File: config.mk
export PLATFORM = sky130hd
export DESIGN_NAME = uart_rx_os
export DESIGN_NICKNAME = d
export VERILOG_FILES = /design/src/rtl/uart_pkg.sv /design/src/rtl/uart_tick_gen.sv /design/src/rtl/uart_rx_os.sv
export SDC_FILE = /design/constraint.sdc
export NUM_CORES = 1
export LEC_CHECK = 0
export BUFFER_PORTS_ARGS = -buffer_cell sky130_fd_sc_hd__buf_2
export CELL_PAD_IN_SITES_DETAIL_PLACEMENT = 0
export CELL_PAD_IN_SITES_GLOBAL_PLACEMENT = 1
export CORE_ASPECT_RATIO = 1.1
export CORE_UTILIZATION = 43
export DETAILED_ROUTE_END_ITERATION = 16
export PLACE_DENSITY = 0.77
export SYNTH_ARGS = -nofsm -noshare
export SYNTH_HDL_FRONTEND = slang
export SYNTH_HIERARCHICAL = 1
export SYNTH_SLANG_ARGS = --single-unit
File: constraint.sdc
create_clock -name clock -period 2.1 [get_ports clock]
set_clock_uncertainty 0.05 [all_clocks]
set_input_delay 0.21 -clock clock [delete_from_list [all_inputs] [get_ports clock]]
set_output_delay 0.21 -clock clock [all_outputs]
set_load 0.005 [all_outputs]
File: src/rtl/uart_pkg.sv
// Shared types and constants for the oversampling UART receiver.
//   state_e      - receiver FSM states (PARITY exists only when parity is built in)
//   UART_*       - default frame geometry
//   even_parity  - XOR-reduce; the parity bit that makes the total count of ones even
package uart_pkg;
  localparam int UART_DATA_BITS  = 8;
  localparam int UART_OVERSAMPLE = 16;

  typedef enum logic [2:0] {IDLE, START, DATA, PARITY, STOP, BREAK} state_e;

  function automatic logic even_parity(input logic [31:0] data);
    return ^data;
  endfunction
endpackage

File: src/rtl/uart_tick_gen.sv
// Sample-tick divider: one-clock tick every BAUD_DIV clocks.
//   clock, reset (async, active-low)
//   clr   - synchronous clear; holds the divider at phase 0
//   tick  - 1-clock strobe
module uart_tick_gen #(
  parameter int BAUD_DIV = 27
) (
  input  logic clock,
  input  logic reset,
  input  logic clr,
  output logic tick
);
  localparam int CW = (BAUD_DIV > 1) ? $clog2(BAUD_DIV) : 1;

  logic [CW-1:0] cnt;

  assign tick = (cnt == CW'(BAUD_DIV - 1));

  always_ff @(posedge clock or negedge reset) begin
    if (!reset)            cnt <= '0;
    else if (clr || tick)  cnt <= '0;
    else                   cnt <= cnt + 1'b1;
  end
endmodule

File: src/rtl/uart_rx_os.sv
// UART receiver, 16x oversampling, start-bit validation, framing-error pulse.
//   clock, reset (async, active-low)
//   serial     - async line, idle high
//   rx_free    - 1 while waiting for a start bit
//   rx_done    - 1-clock pulse, rx_data holds a new good frame
//   rx_data    - last good frame
//   frame_err  - 1-clock pulse, stop bit sampled low
//   parity_err - (UART_RX_PARITY_EN only) 1-clock pulse, even parity mismatch
// Build option: define UART_RX_PARITY_EN to add an even-parity bit after the data.
module uart_rx_os
  import uart_pkg::*;
#(
  parameter int DATA_BITS  = UART_DATA_BITS,
  parameter int OVERSAMPLE = UART_OVERSAMPLE,
  parameter int BAUD_DIV   = 27
) (
  input  logic                 clock,
  input  logic                 reset,
  input  logic                 serial,
  output logic                 rx_free,
  output logic                 rx_done,
  output logic [DATA_BITS-1:0] rx_data,
  output logic                 frame_err
`ifdef UART_RX_PARITY_EN
  , output logic               parity_err
`endif
);
  localparam int TW = $clog2(OVERSAMPLE);
  localparam int BW = (DATA_BITS > 1) ? $clog2(DATA_BITS) : 1;

  state_e               state, state_n;
  logic                 s1, s2, line_q;
  logic                 tick, wrap;
  logic [TW-1:0]        tcnt, last_t;
  logic [BW-1:0]        bidx;
  logic [DATA_BITS-1:0] shift;
  logic                 done_n, ferr_n;
`ifdef UART_RX_PARITY_EN
  logic                 pbit, perr_n;
`endif

  wire line = s2;

  // Divider is parked while idle so the first tick lands a full BAUD_DIV after the edge.
  uart_tick_gen #(.BAUD_DIV(BAUD_DIV)) u_tick (
    .clock (clock),
    .reset (reset),
    .clr   (state == IDLE),
    .tick  (tick)
  );

  // START waits half a bit to land mid-bit; every later state waits a whole bit.
  assign last_t = (state == START) ? TW'(OVERSAMPLE / 2 - 1) : TW'(OVERSAMPLE - 1);
  assign wrap   = tick && (tcnt == last_t);
  assign rx_free = (state == IDLE);

  always_ff @(posedge clock or negedge reset) begin
    if (!reset) state <= IDLE;
    else        state <= state_n;
  end

  always_comb begin
    state_n = state;
    done_n  = 1'b0;
    ferr_n  = 1'b0;
`ifdef UART_RX_PARITY_EN
    perr_n  = 1'b0;
`endif
    case (state)
      IDLE:   if (line_q && !line) state_n = START;
      START:  if (wrap) state_n = line ? IDLE : DATA;
      DATA:   if (wrap && bidx == BW'(DATA_BITS - 1))
`ifdef UART_RX_PARITY_EN
                state_n = PARITY;
      PARITY: if (wrap) state_n = STOP;
`else
                state_n = STOP;
`endif
      STOP: if (wrap) begin
`ifdef UART_RX_PARITY_EN
        perr_n = (even_parity(32'(shift)) != pbit);
`endif
        if (line) begin
          done_n  = 1'b1;
          state_n = IDLE;
        end else begin
          ferr_n  = 1'b1;
          state_n = BREAK;
        end
      end
      BREAK:   if (line) state_n = IDLE;
      default: state_n = IDLE;
    endcase
  end

  always_ff @(posedge clock or negedge reset) begin
    if (!reset) begin
      s1        <= 1'b1;
      s2        <= 1'b1;
      line_q    <= 1'b1;
      tcnt      <= '0;
      bidx      <= '0;
      shift     <= '0;
      rx_data   <= '0;
      rx_done   <= 1'b0;
      frame_err <= 1'b0;
`ifdef UART_RX_PARITY_EN
      pbit       <= 1'b0;
      parity_err <= 1'b0;
`endif
    end else begin
      s1     <= serial;
      s2     <= s1;
      line_q <= line;
      if (state == IDLE || wrap) tcnt <= '0;
      else if (tick)             tcnt <= tcnt + 1'b1;
      if (state == START)            bidx <= '0;
      else if (state == DATA && wrap) bidx <= bidx + 1'b1;
      // LSB arrives first, so shift right and insert at the top.
      if (state == DATA && wrap) shift <= {line, shift[DATA_BITS-1:1]};
      if (done_n) rx_data <= shift;
      rx_done   <= done_n;
      frame_err <= ferr_n;
`ifdef UART_RX_PARITY_EN
      if (state == PARITY && wrap) pbit <= line;
      parity_err <= perr_n;
`endif
    end
  end
endmodule

# --- Word level (Yosys, flattened, before mapping) ---
# Index checks and enable logic that the tools add are counted.
# W data, S select, Z words.
totals:
  ramBits: 0
  input_bits: 3
  latchBits: 0
  reg_bits: 36
  elab_cells: 57
  output_inout_bits: 11
  mem_count: 0
  romBits: 0
classes:
  order_cmp: 0
  n_addsub: 3
  muxes: 20
  bitwise: 0
  n_mul: 0
  div_mod_pow: 0
  shift: 0
  n_reduce_logical: 11
  eq_ne: 12
ops:
  columns: ["cell", "n"]
  rows:
  - ["$mux W3", 8]
  - ["$pmux W3 S5", 1]
  - ["$mux W4", 3]
  - ["$ne A2 B2 Y1 const B", 5]
  - ["$eq A3 B3 Y1 const B", 3]
  - ["$mux W1", 6]
  - ["$add A5 B1 Y5 const B", 1]
  - ["$eq A5 B5 Y1 const B", 1]
  - ["$mux W5", 1]
  - ["$reduce_and A5 Y1", 1]
  - ["$add A4 B1 Y4 const B", 1]
  - ["$eq A4 B4 Y1", 1]
  - ["$logic_and A1 B1 Y1", 4]
  - ["$reduce_bool A2 Y1", 2]
  - ["$add A3 B1 Y3 const B", 1]
  - ["$eq A3 B1 Y1 const B", 1]
  - ["$eq A3 B2 Y1 const B", 1]
  - ["$logic_not A3 Y1", 1]
  - ["$logic_or A1 B1 Y1", 2]
  - ["$mux W2", 1]
  - ["$logic_not A1 Y1", 1]

# --- Depth between registers and ports, before layout ---
depth:
  depth_word: 7
  ltp_mapped: 11
  ltp_nobuf: 7

# --- Cells and area by module ---
# Netlist, hierarchy kept.
modules_own_cells:
  columns: ["module", "cells_each", "area_each_um2", "n_inst", "seq_area_each_um2"]
  rows:
  - ["uart_rx_os", 104, 1410.1, 1, 779.5]
  - ["uart_tick_gen", 22, 284.0, 1, 125.1]

# --- Worst setup path after synthesis ---
# OpenSTA, ideal clock, no wires.
synth_timing:
  path_kind: "register to register"
  from: "register u_tick.cnt[0]"
  to: "register shift[0]"
  setup_ns: 0.125
  setup_slack_ns: 0.006
  n_path_buf: 4
  period_less_slack_ns: 2.094
  arrival_ns: 1.918
  required_ns: 1.925
  path_stages_with_launch: 11
  cell_sequence: "dfrtp_1 inv_1 ha_1 and4b_1 buf_6 buf_6 and4_4 buf_6 and2_4 buf_12 mux2_4"
synth_via:
  elab_chain_cells: 3
synth_lines:
  columns: ["item", "line", "source"]
  rows:
  - ["start: declaration", "uart_tick_gen.sv:15", "logic [CW-1:0] cnt;"]
  - ["start signal: assignment", "uart_tick_gen.sv:22", "else cnt <= cnt + 1'b1;"]
  - ["$eq A5 B5 Y1", "uart_tick_gen.sv:17", "assign tick = (cnt == CW'(BAUD_DIV - 1));"]
  - ["via tick", "uart_rx_os.sv:33", "logic tick, wrap;"]
  - ["$logic_and A1 B1 Y1", "uart_rx_os.sv:54", "assign wrap = tick && (tcnt == last_t);"]
  - ["$logic_and A1 B1 Y1", "uart_rx_os.sv:120", "if (state == DATA && wrap) shift <= {line, shift[DATA_BITS-1:1]};"]
  - ["end signal: assignment", "uart_rx_os.sv:120", null]
  - ["end: declaration", "uart_rx_os.sv:36", "logic [DATA_BITS-1:0] shift;"]
# The timed path passes the listed nets, and every way through them passes these cells.
# A chain may end at the register's enable or synchronous reset.

# --- Worst setup path in the final report ---
layout_timing:
  from: "register u_tick.cnt[0]"
  to: "register shift[3]"
# The elaborated chain is that of the path after synthesis.

==> flow_metrics.tcl <==
set metrics [dict create \
    ant_nets 0 \
    io_pins 14 \
    initial_core_util_pct 45.6 \
    cts_tree "done" \
    portBuffers 13 \
    dr.pass1.iters 4 \
    routedWlPerCell_um 13.6 \
    peakVddDrop_mv 0.678 \
    grt_pass1_vias 1078 \
    grt_usage_pct 15.8 \
    final-max-slew-violation-count 0 \
    drt_iter0_markers 27 \
    dp_hpwl_um 1920 \
    synth_area_um2 1690 \
    syn_avg_cell_area_um2 13.4 \
    via_per_inst 5.24 \
    gp_congestion 0.852 \
    grt_pass1_wl_um 4690 \
    p_leak_nw 0.919 \
    p_per_area_nw_per_um2 808 \
    htree_levels 2 \
    async_flop_share_pct 100 \
    ys_types 37 \
    syn_inst 126 \
    post-route-period-util_pct 90.9 \
    vias 1028 \
    crit_fanout 12 \
    grt_max_degree 37 \
    stdcell_area_um2 1890 \
    synthesis.nets 134 \
    clkTransAtPathRegs_ns 0.07 \
    holdWs_ns 0.312 \
    finalCriticalPeriod_ns 1.91 \
    fmax_ghz 0.524 \
    placed_area_um2 1780 \
    yosysWarnings 6 \
    relSlewSlack_pct 47.8 \
    root_buffer "clkbuf_8" \
    antenna_found_initial 0 \
    min_path_type "flop to flop" \
    cap_violations 0 \
    crit_required_ns 2.22 \
    critPathArrivalTime_ns 2.03 \
    wl_um 2660 \
    nets 153 \
    rsz0062_at_grt "no" \
    seq_area_um2 905 \
    core_area_um2 3710 \
    die_h_um 67.8 \
    tightest_slew_ns 0.783 \
    ys_seq_area_share_pct 53.4 \
    hold_viol 0 \
    hold-path-cell-count 0 \
    ys_ff_latch 36 \
    cp-start-kind "flop" \
    multi_input_area_um2 708 \
    cts_buffers 5 \
    synth_edf_count 0 \
    dpl.cell_count 186 \
    finalSetupViolations 0 \
    finalNonFillerCells 196 \
    insertion_delay_ns 0.28 \
    drc_errors 0 \
    outcome "complete, no violations" \
    cts_buffer_depth 2 \
    synthFlopType "dfrtp_1" \
    worstSetupPathType "flop to flop" \
    area_delta_synth_final_pct 11.7 \
    finalSetupTns_ns 0 \
    gr-total-overflow 0 \
    ff2ff_path_depth 6 \
    rows 23 \
    dieArea_um2 4190 \
    drive_above_1_share_pct 32.9 \
    fp.dieW_um 61.8 \
    post_cts_buffers 0 \
    clock_sinks 36 \
    endpoint_kind "flop" \
    antennaDiodeCount 0 \
    fillers 333 \
]
[metrics by stage]
step	setup slack (ns)	power (W)	utilization, %
after floorplan	0.00647	0.000981	-
after global placement	0.232	0.00102	47.9
after detailed placement	0.187	0.00104	47.9
after CTS	0.176	0.00155	51.0
after global routing	0.0765	0.00161	51.0
final	0.191	0.00153	51.0
[critical path, cell delays in order (launching register included)]
cell and delay, ns:
dfrtp_1 0.42, inv_1 0.07, ha_1 0.13, and4b_1 0.21, and4_4 0.28, and2_4 0.28, mux2_2 0.36
[layer usage]
layer | wire length (um) | track usage [%]
met1 | 1100 | 16.8
met2 | 1400 | 27.6
met3 | 107 | 5.67
met4 | 48 | 7.22
met5 | 0 | 0
[cell usage in the layout (no fill, tap or decap), types with 2 or more instances in the layout]
cell type,count
a21oi_1,5
a31oi_1,2
and4_1,2
and4b_1,2
buf_2,13
buf_4,2
clkbuf_8,6
dfrtp_1,33
dfstp_2,3
dlygate4sd3_1,2
ha_1,5
inv_1,6
mux2_2,10
mux2_4,6
mux2i_1,4
nand2_1,4
nand2b_1,2
nor2_1,9
nor3_1,4
nor4_4,2
o21bai_1,2
o32ai_1,2
xnor2_1,3
[report_power, final]
part	total, W	switching, W	leakage [nW]	internal, W
Sequential	0.000821	0.0000682	0.479	0.000753
Clock	0.000501	0.000235	0.0445	0.000266
Combinational	0.000206	0.000107	0.396	0.0000985
Total	0.00153	0.000410	0.919	0.00112
[final cells by class]
type / instances / share of cell area, %
Sequential cell: 36 / 47.8
Multi-Input combinational cell: 79 / 37.4
Timing Repair Buffer: 17 / 5.29
Clock buffer: 7 / 4.56
Tap cell: 50 / 3.31
Inverter: 6 / 1.19
Clock inverter: 1 / 0.397
[flip-flops by register name, indices dropped and copies added, names as in the netlist]
signal / cells
rx_done: 1
s1: 1
tcnt: 4
u_tick/cnt: 5
line_q: 1
line: 1
state: 3
rx_data: 8
bidx: 3
frame_err: 1
shift: 8
[repair_timing]
item,4_1_cts,5_1_grt
hold endpoints to repair,34,0
hold buffers,2,0
setup endpoints to repair,0,0
resized for setup,0,0
[cell families after synthesis]
family	count (synthesis)	synth area share, %
DFF	36	53.4
buffers and inverters	11	4.80
AOI/OAI and AO/OA	17	6.87
xor gates and xnor gates	4	2.07
and+or+nand+nor	33	14.8
muxes	20	14.3
adders and majority gates	5	3.69
[cell usage after synthesis, types with 3 or more instances]
master	number	area, um^2
dfstp_2	3	78.8
xnor2_1	3	26.3
ha_1	5	62.6
nand2_1	4	15.0
mux2_4	6	90.1
inv_1	6	22.5
mux2i_1	4	40.0
dfrtp_1	33	826
a21oi_1	5	25.0
nor2_1	9	33.8
buf_6	3	33.8
mux2_2	10	113
nor3_1	4	20.0
[final timing paths]
kind                                    start         end  slack (ns)
max in group asynchronous               reset     bidx[1]        1.01
worst min register to register             s1        line        0.31
worst max-delay path            u_tick/cnt[0]    shift[3]        0.19
worst min-delay path                       s1        line        0.31
min in group asynchronous               reset  rx_data[0]        0.49
worst max register to register  u_tick/cnt[0]    shift[3]        0.19
Power figures use the tool's default switching activity.
